**config.mk**
```make
export PLATFORM = sky130hd
export DESIGN_NAME = i2d_operand_fwd_stage
export DESIGN_NICKNAME = d
export VERILOG_FILES = /design/src/rtl/i2d_operand_fwd_stage.sv
export SDC_FILE = /design/constraint.sdc
export NUM_CORES = 1
export LEC_CHECK = 0
export BUFFER_PORTS_ARGS = -buffer_cell sky130_fd_sc_hd__buf_2
export CAP_MARGIN = 25
export CORE_MARGIN = 1.5
export CORE_UTILIZATION = 35
export CTS_CLUSTER_SIZE = 12
export DETAILED_ROUTE_END_ITERATION = 8
export PLACE_DENSITY_LB_ADDON = 0.3
export SYNTH_ARGS = -nofsm -noshare
export SYNTH_HDL_FRONTEND = slang
export SYNTH_SLANG_ARGS = --single-unit
```
**constraint.sdc**
```tcl
create_clock -name clk -period 4.13 [get_ports clk]
set_clock_uncertainty 0.2 [all_clocks]
set_input_delay 0.826 -clock clk [delete_from_list [all_inputs] [get_ports clk]]
set_output_delay 0.826 -clock clk [all_outputs]
set_load 0.1 [all_outputs]
```
**src/rtl/i2d_operand_fwd_stage.sv**
```systemverilog
// rtl/i2d_operand_fwd_stage.sv - decode-to-execute operand select with result forwarding and hazard stall
module i2d_operand_fwd_stage #(
    parameter int DW   = 32,
    parameter int RW   = 5,
    parameter int NFWD = 2,
    parameter int CNTW = 16
) (
    input  logic                 clk,
    input  logic                 rst,
    input  logic                 in_valid,
    output logic                 in_ready,
    input  logic [RW-1:0]        ra_addr,
    input  logic [RW-1:0]        rb_addr,
    input  logic [DW-1:0]        ra,
    input  logic [DW-1:0]        rb,
    input  logic [DW-1:0]        id_pc,
    input  logic [DW-1:0]        imm,
    input  logic [1:0]           sel_a,
    input  logic [1:0]           sel_b,
    input  logic [NFWD-1:0]      fwd_valid,
    input  logic [NFWD*RW-1:0]   fwd_addr,
    input  logic [NFWD*DW-1:0]   fwd_data,
    input  logic [NFWD-1:0]      fwd_pending,
    input  logic                 flush,
    output logic                 out_valid,
    input  logic                 out_ready,
    output logic [DW-1:0]        a,
    output logic [DW-1:0]        b,
    output logic                 hazard,
    output logic [CNTW-1:0]      hz_cnt
);

    logic [DW-1:0] fwd_a, fwd_b, next_a, next_b;
    logic          pend_a, pend_b, capture;

    // Scan oldest to youngest so the youngest matching stage overwrites last and wins.
    always_comb begin
        fwd_a  = ra;
        fwd_b  = rb;
        pend_a = 1'b0;
        pend_b = 1'b0;
        for (int i = NFWD - 1; i >= 0; i--) begin
            if (ra_addr != '0 && fwd_valid[i] && fwd_addr[i*RW +: RW] == ra_addr) begin
                fwd_a  = fwd_data[i*DW +: DW];
                pend_a = fwd_pending[i];
            end
            if (rb_addr != '0 && fwd_valid[i] && fwd_addr[i*RW +: RW] == rb_addr) begin
                fwd_b  = fwd_data[i*DW +: DW];
                pend_b = fwd_pending[i];
            end
        end
    end

    always_comb begin
        case (sel_a)
            2'd0:    next_a = fwd_a;
            2'd1:    next_a = id_pc;
            default: next_a = '0;
        endcase
        case (sel_b)
            2'd0:    next_b = fwd_b;
            2'd1:    next_b = id_pc;
            2'd2:    next_b = imm;
            default: next_b = '0;
        endcase
    end

    assign hazard   = in_valid & (((sel_a == 2'd0) & pend_a) | ((sel_b == 2'd0) & pend_b));
    assign in_ready = flush | (~hazard & (~out_valid | out_ready));
    assign capture  = in_valid & in_ready & ~flush;

    always_ff @(posedge clk) begin
        if (!rst) begin
            out_valid <= 1'b0;
            a         <= '0;
            b         <= '0;
        end else if (flush) begin
            out_valid <= 1'b0;
        end else if (capture) begin
            out_valid <= 1'b1;
            a         <= next_a;
            b         <= next_b;
        end else if (out_ready) begin
            out_valid <= 1'b0;
        end
    end

    always_ff @(posedge clk) begin
        if (!rst) begin
            hz_cnt <= '0;
        end else if (hazard && !flush && hz_cnt != {CNTW{1'b1}}) begin
            hz_cnt <= hz_cnt + 1'b1;
        end
    end

endmodule

```
==> metrics, run 1 <==
final worst setup slack=0.255 ns; # port buffers=roughly 310; later-pin clock latency in the skew report=~0.34 ns; fmax=258 MHz; Storage cell area=0.00162 mm²; pin count of the biggest net entering global routing=69; Total GRT Usage=0.268; Inserted Clock Buffers=9; die area=0.0170 mm²; Post-synth EDFFs=0; Leak Pwr=around 3.4 nW; overall routed net length=about 23 mm; fill count=around 1600; initial antenna violation count=2; GP Congestion=0.849; I/O pins=a little over 300; RSZ-0062 raised after global routing=no; Layout area overhead=36.0%; area leader, netlist=dfxtp_1; required time worst endpoint=between 3 and 4 ns; status=finished, final reports clean; hold buffers post-CTS=0; Post-Place Cells=around 1200; CTS HTree Levels=3; syn_nets=just under 1000; FF-to-FF Start=hz_cnt[6]; Initial Utilization=0.358; top area cells in the synthesized netlist=dfxtp_1, a211oi_2, nand2_1; worst vdd ir=around 0.00017 V; critical setup path kind=in -> out; Post-Synthesis Cells=between 700 and 800; Clk pin slew, worst setup/hold paths=~0.060 ns; area of the multi-input gates=approximately 0.0038 mm²; vias=roughly 6800; total gr overflow=0; final hold vios=0; Die Y-Extent=approximately 130 µm; Worst Hold Slack=around 0.28 ns; post-DP HPWL=around 17 mm; max_cap viols=0; Primary FF master, synth=dfxtp_1; CP Max Fanout=3; crit path DAT=roughly 2.9 ns; synth cell count leaders=nand2_1, nor2_1, dfxtp_1; Layout Nets=approximately 1200; Initial DRC Count=530; Die W=between 100 and 150 µm; CTS resizes=0; Fin Setup TNS=0 ns; Pwr Density=about 330 mW/mm²; first-pass GRT wire length=~35 mm; most frequent cell after synthesis=nand2_1; crit share post-route=0.938; FFs w/ async S/R, synth=0; root buf cell=clkbuf_16; DR WL/cell=18.8 µm; antenna viol nets, final=0; Vias per Instance=between 5 and 6; worst hold-check path type=reg -> reg; distinct cell type count after synthesis=48; Synth Warn #=0; Yosys reg bits=81; share of cells above drive strength 1=0.407; pre-CTS setup slack=roughly 0.24 ns; Rel. slew slack=0.297; Post-Syn Area=0.00567 mm²; post-layout minimum cycle time=3.88 ns; Slew Limit Fails=0; final setup violation count=0; vias in the first global route=6450; CTS Buffer Depth=2; HP Start=hz_cnt[1]; Slew @ Worst Pin=between 1 and 1.5 ns; Avg Cell Area, Syn=roughly 7.6 µm²; post-synthesis sequential area ratio=0.286; Core ar.=between 0.015 and 0.02 mm²; setup bufs post-CTS=0; row cnt=between 40 and 50; CTS tree=done; final cell count without fillers=about 1200; drt pass-1 iters=8; Worst setup startpoint=ra_addr[1]; CTS Sinks=a little over 80; DR DRC count=0; post-synth top area share=0.286; total power=2.53 mW; CP Launch Type=input pin; endpoint class of the critical path=output port
-- registers in the layout, indices dropped and copies added (netlist names) --
register,flops
b,32
out_valid,1
a,32
hz_cnt,16
-- per-layer routing --
metal	wire (µm)	up-vias	track usage
li1	-	3245	-
met1	9220	3118	0.317
met2	11200	377	0.453
met3	2170	49	0.0709
met4	685	0	0.122
met5	0	-	0
-- layout by cell type, fill, tap and decap left out, drive strengths merged, types with 2 or more instances in the layout --
master	instances
nand3	21
a221oi	12
mux2i	2
or4	4
xnor2	17
inv	3
o21ai	29
and2	3
nor2	85
a22o	9
clkbuf	14
nand4	4
a211oi	53
o41ai	2
mux2	4
a31oi	21
a21oi	69
and3	14
a22oi	44
nand2	112
nor3	17
xor2	8
diode	2
or2	2
dfxtp	81
buf	323
nor2b	35
o211ai	12
or3	8
-- power breakdown --
part / switching (mW) / internal [mW] / leakage (nW) / total (mW)
combinational: 0.606 / 0.237 / 2.61 / 0.843
clock: 0.320 / 0.518 / 0.153 / 0.838
sequential: 0.0236 / 0.825 / 0.664 / 0.849
total: 0.950 / 1.58 / 3.42 / 2.53
-- cell type report --
class	count	share of cell area
Inverter	3	0.00179
Sequential cell	81	0.210
Clock inverter	2	0.00455
Antenna cell	2	0.000649
Tap cell	216	0.0351
Timing Repair Buffer	323	0.224
Multi-Input combinational cell	596	0.488
Clock buffer	14	0.0356
-- worst paths after layout --
| kind | end | slack (ns) | depth (start not counted) |
|---|---|---|---|
| worst max-delay path | in_ready | 0.25 | 9 |
| worst min register to register | hz_cnt[1] | 0.28 | 2 |
| worst max register to register | hz_cnt[11] | 1.26 | 7 |
| worst min-delay path | hz_cnt[1] | 0.28 | 2 |
-- worst max-delay path: stages --
cell      delay (ns)
buf_2           0.13
or4_4           0.56
o211ai_2        0.21
nor3_1          0.08
mux2_4          0.28
a22oi_4         0.30
nor2b_4         0.10
o21bai_4        0.17
buf_12          0.19
-- cell families after synthesis --
family	count (synthesis)	synth area share
AOI/OAI and AO/OA	254	0.344
and+or+nand+nor	310	0.254
buffers and inverters	73	0.0623
adders and majority gates	1	0.00221
muxes	6	0.0121
DFF	81	0.286
xor gates and xnor gates	25	0.0386
-- through the flow --
stage / instance area, µm² / util
2_1_floorplan: 5690 / -
3_3_place_gp: 7390 / 0.467
3_5_place_dp: 7390 / 0.467
4_1_cts: 7700 / 0.487
5_1_grt: 7700 / 0.487
6_report: 7710 / 0.487
Note: power is estimated with default switching activity, not from simulation.
==> run 2, diff against run 1 <==
Settings changed: CTS_CLUSTER_DIAMETER from default to 40, PLACE_DENSITY from default to 0.63, PLACE_DENSITY_LB_ADDON 0.3 to default.
==> metrics, run 2 (same netlist as run 1, synthesis figures left out) <==
hold buffers post-CTS=0 (unchanged); Storage cell area=0.00162 mm² (unchanged); later-pin clock latency in the skew report=0.34 ns (about the same); RSZ-0062 raised after global routing=no; Layout area overhead=36.3%; required time worst endpoint=3.10 ns (about the same); CTS HTree Levels=3 (unchanged); critical setup path kind=in -> out; post-layout minimum cycle time=3.84 ns (-0.0318 ns); CTS tree=done; CP Launch Type=input pin; HP Start=hz_cnt[8]; CTS resizes=0 (unchanged); row cnt=46 (unchanged); status=finished, final reports clean; Die Y-Extent=130 µm (unchanged); Gate power share=0.333 (about the same); setup bufs post-CTS=0 (unchanged); drt pass-1 iters=7 (-1); Total GRT Usage=0.269 (+0.00126); Vias per Instance=5.48 (-0.10%); fmax=260 MHz (+0.83%); die area=0.0170 mm² (unchanged); vias=6782 (-0.10%); CP Max Fanout=3 (unchanged); Hold Path Depth=2 (unchanged); Post-Place Cells=1216 (-0.25%); Rel. slew slack=0.322 (+0.0246); CTS Buffer Depth=2 (unchanged); Worst Hold Slack=0.285 ns (+0.00296 ns); CTS Sinks=81 (unchanged); area of the multi-input gates=0.00376 mm² (unchanged); first-pass GRT wire length=34.8 mm (+0.40%); most frequent cells in the layout=buf_2, nand2_1, nor2_1; worst vdd ir=0.000192 V (+11%); Leak Pwr=3.42 nW (about the same); crit share post-route=0.931 (-0.00771); Slew Limit Fails=0 (unchanged); Pwr Density=328 mW/mm² (-0.16%); Switch Pwr=0.947 mW (-0.31%); Reg power frac=0.335 (about the same); max_cap viols=0 (unchanged); FF-to-FF Start=hz_cnt[6]; Initial DRC Count=505 (-4.7%); hold path endpoint=hz_cnt[8]; final hold vios=0 (unchanged); Clk pin slew, worst setup/hold paths=0.06 ns (about the same); DR WL/cell=18.7 µm (-0.79%); initial antenna violation count=6 (+4); pin count of the biggest net entering global routing=65 (-5.8%); post-DP HPWL=16.7 mm (+0.43%); Fin Setup TNS=0 ns (unchanged); Inserted Clock Buffers=9 (unchanged); total gr overflow=0 (unchanged); # port buffers=307 (unchanged); Layout Nets=1238 (-0.16%); R2R cell count=7 (unchanged); Finished Core Util=0.488 (+0.000948); final setup violation count=0 (unchanged); root buf cell=clkbuf_16; I/O pins=308 (unchanged); GP Congestion=0.893 (+5.3%); placed cell area=0.00738 mm² (-0.14%); worst hold-check path type=reg -> reg; antenna viol nets, final=0 (unchanged); crit path DAT=2.82 ns (-0.03 ns); clock share of power=0.332 (about the same); Slew @ Worst Pin=1.01 ns (-0.0391 ns); Core ar.=0.0158 mm² (unchanged); final cell count without fillers=1237 (unchanged); most common cell after layout, fill and taps aside=buf_2; vias in the first global route=6387 (-0.98%); Design Area, Final=0.00772 mm² (+0.19%); Die W=130 µm (unchanged); overall routed net length=23.1 mm (-0.79%); Top Registers=a (32), b (32), hz_cnt (16); fill count=1621 (+0.68%); register-to-register setup slack=1.30 ns (+0.04 ns); cell internal pwr=1.58 mW (+0.24%); FF-to-FF End=hz_cnt[9]; endpoint class of the critical path=output port; DR DRC count=0 (unchanged); switch share=0.374 (-0.00127); share of cells above drive strength 1=0.406 (-0.00135); Initial Utilization=0.358 (unchanged)
run 2: worst max path at each step:
stage | from | endpoint | slack [ns] | cells after the start
floorplan | ra_addr[1] | in_ready | 0.14 | 7
global placement | ra_addr[1] | in_ready | 0.29 | 9
detailed placement | ra_addr[1] | in_ready | 0.26 | 9
CTS | ra_addr[1] | in_ready | 0.26 | 9
global route | ra_addr[1] | in_ready | 0.20 | 9
finish | ra_addr[1] | in_ready | 0.29 | 9
run 2: area by class of cell:
cell class,count,share of cell area
diodes,6,0.00194
clock buffers,10,0.0297
clock inverters,4,0.00907
inverters,3,0.00178
multi-input cells,596,0.487
flip-flops and latches,81,0.210
well taps,216,0.0350
repair buffers,321,0.225
run 2: worst max-delay path, stage by stage:
cell and delay (ns):
buf_2 0.12, or4_4 0.55, o211ai_2 0.21, nor3_1 0.08, mux2_4 0.28, a22oi_4 0.30
nor2b_4 0.09, o21bai_4 0.16, buf_12 0.18
run 2: metal layers:
metal	share of wire	vias to the layer above	GRT usage
li1	-	3246	-
met1	0.42	3134	0.325
met2	0.46	340	0.434
met3	0.079	60	0.0603
met4	0.042	2	0.167
met5	0.00061	-	0
run 2: stage by stage:
stage	power [mW]	worst slack [ns]
final	2.53	0.286
after global routing	2.64	0.202
after CTS	2.55	0.263
after detailed placement	1.70	0.265
after global placement	1.70	0.287
after floorplan	1.45	0.136
run 2: power groups by stage:
| stage | Sequential (mW) | Combinational, mW | Clock, mW |
|---|---|---|---|
| global placement | 0.864 | 0.836 | 0 |
| floorplan | 1.18 | 0.277 | 0 |
| CTS | 0.848 | 0.842 | 0.863 |
| finish | 0.849 | 0.842 | 0.840 |
| global route | 0.853 | 0.892 | 0.897 |
| detailed placement | 0.864 | 0.840 | 0 |
==> run 3, diff against run 2 <==
Settings changed: CTS_BUF_LIST from default to sky130_fd_sc_hd__clkbuf_8.
==> metrics, run 3 (same netlist as run 1, synthesis figures left out) <==
status=finished, final reports clean; cell family with most CP delay=simple AND/OR/NAND/NOR gates; Design Area, Final=0.00762 mm² (-1.3%); hold path endpoint=hz_cnt[8]; endpoint class of the critical path=output port; Pwr Density=304 mW/mm² (-7.3%); # port buffers=307 (unchanged); Fin Setup TNS=0 ns (unchanged); I/O pins=308 (unchanged); Initial DRC Count=464 (-8.1%); share of cells above drive strength 1=0.406 (unchanged); total power=2.31 mW (-8.6%); crit path DAT=2.82 ns (about the same); DR WL/cell=18.6 µm (-0.32%); CP Launch Type=input pin; RSZ-0062 raised after global routing=no; Reg power frac=0.366 (+0.031); Top Registers=a (32), b (32), hz_cnt (16); Switch Pwr=0.922 mW (-2.6%); CTS Buffer Depth=2 (unchanged); Core ar.=0.0158 mm² (unchanged); Die Y-Extent=130 µm (unchanged); FF-to-FF End=hz_cnt[9]; Initial Utilization=0.358 (unchanged); total gr overflow=0 (unchanged); Total GRT Usage=0.269 (-0.000434); worst path cell trace=buf_2 > or4_4 > o211ai_2 > nor3_1 > mux2_4 > a22oi_4 > nor2b_4 > o21bai_4 > buf_12; clock share of power=0.270 (-0.062); Slew @ Worst Pin=1.01 ns (-0.00787 ns); largest stage delay on the critical path=0.55 ns (about the same); Clk pin slew, worst setup/hold paths=0.08 ns (+0.02 ns); overall routed net length=23.0 mm (-0.40%); Die W=130 µm (unchanged); final hold vios=0 (unchanged); DR DRC count=0 (unchanged); later-pin clock latency in the skew report=0.36 ns (+0.02 ns); Slew Limit Fails=0 (unchanged); initial antenna violation count=6 (unchanged); root buf cell=clkbuf_8; required time worst endpoint=3.10 ns (about the same); CTS HTree Levels=3 (unchanged); post-DP HPWL=16.7 mm (unchanged); Rel. slew slack=0.327 (+0.00526); HP Start=hz_cnt[8]; CTS tree=done; Worst Hold Slack=0.288 ns (+0.00292 ns); Hold Path Depth=2 (unchanged); post-layout minimum cycle time=3.84 ns (+0.000775 ns); FF-to-FF Start=hz_cnt[6]; cell internal pwr=1.39 mW (-12%); worst vdd ir=0.000132 V (-31%); GP Congestion=0.893 (unchanged); switch share=0.399 (+0.0244); most common cell after layout, fill and taps aside=buf_2; placed cell area=0.00738 mm² (unchanged); Crit path buffers/inverters=2 (unchanged); Layout Nets=1238 (unchanged); pin count of the biggest net entering global routing=65 (unchanged); vias=6736 (-0.68%); CTS resizes=0 (unchanged); Gate power share=0.363 (+0.030); Inserted Clock Buffers=9 (unchanged); max_cap viols=0 (unchanged); CP max-delay cell=or4_4; critical setup path kind=in -> out; CTS Sinks=81 (unchanged); vias in the first global route=6403 (+0.25%); antenna viol nets, final=0 (unchanged); CP Max Fanout=3 (unchanged); worst hold-check path type=reg -> reg; fmax=260 MHz (about the same); row cnt=46 (unchanged); register-to-register setup slack=1.31 ns (about the same); most frequent cells in the layout=buf_2, nand2_1, nor2_1; die area=0.0170 mm² (unchanged); crit share post-route=0.931 (about the same); Finished Core Util=0.481 (-0.00656); Layout area overhead=34.4%; first-pass GRT wire length=34.8 mm (about the same); hold buffers post-CTS=0 (unchanged); final setup violation count=0 (unchanged); setup bufs post-CTS=0 (unchanged); drt pass-1 iters=5 (-2); R2R cell count=7 (unchanged); Leak Pwr=3.38 nW (-1.2%); Vias per Instance=5.45 (-0.60%)
[run 3: cell count changes in the layout (fill, tap and decap cells not counted), sizes merged]
| cell | delta |
|---|---|
| diode | -1 |
| clkbuf | -1 |
| inv | +1 |
[run 3: how the worst max path moves through the flow]
stage,cells after the start,slack (ns),start,to
finish,9,0.29,ra_addr[1],in_ready
global route,9,0.20,ra_addr[1],in_ready
CTS,9,0.26,ra_addr[1],in_ready
detailed placement,9,0.26,ra_addr[1],in_ready
global placement,9,0.29,ra_addr[1],in_ready
floorplan,7,0.14,ra_addr[1],in_ready
[run 3: final cells by class]
class                      instances  area (µm²)
antenna                            5        12.5
clock buffer                       9         124
clock inverter                     5        73.8
fill                            1636        8210
inverter                           3        13.8
multi-input combinational        596        3760
sequential                        81        1620
tap                              216         270
timing repair buffer             321        1740
[run 3: layer usage]
| layer | track usage | routed length [µm] | vias to the layer above |
|---|---|---|---|
| met2 | 0.431 | 10400 | 340 |
| met3 | 0.0607 | 1920 | 68 |
| met4 | 0.169 | 1090 | 2 |
| met5 | 0 | 12 | - |
| li1 | - | - | 3242 |
| met1 | 0.326 | 9580 | 3084 |
[run 3: per-stage QoR]
stage | worst slack (ns) | instances
floorplan | 0.136 | 750
finish | 0.286 | 1236
global route | 0.202 | 1235
detailed placement | 0.265 | 1216
global placement | 0.287 | 1216
CTS | 0.263 | 1230
[run 3: power by group through the flow]
stage	clock, mW	combinational (mW)	sequential (mW)
finish	0.626	0.841	0.848
global route	0.680	0.892	0.853
CTS	0.648	0.842	0.847
detailed placement	0	0.840	0.864
global placement	0	0.836	0.864
floorplan	0	0.277	1.18
[run 3: worst register-to-register path, cell delays in order, from the launching register on]
cell	delay, ns
dfxtp_1	0.42
and3_1	0.21
and2_1	0.20
nand3_1	0.21
o41ai_1	0.91
or2_4	0.36
or3_1	0.14
a21oi_1	0.06
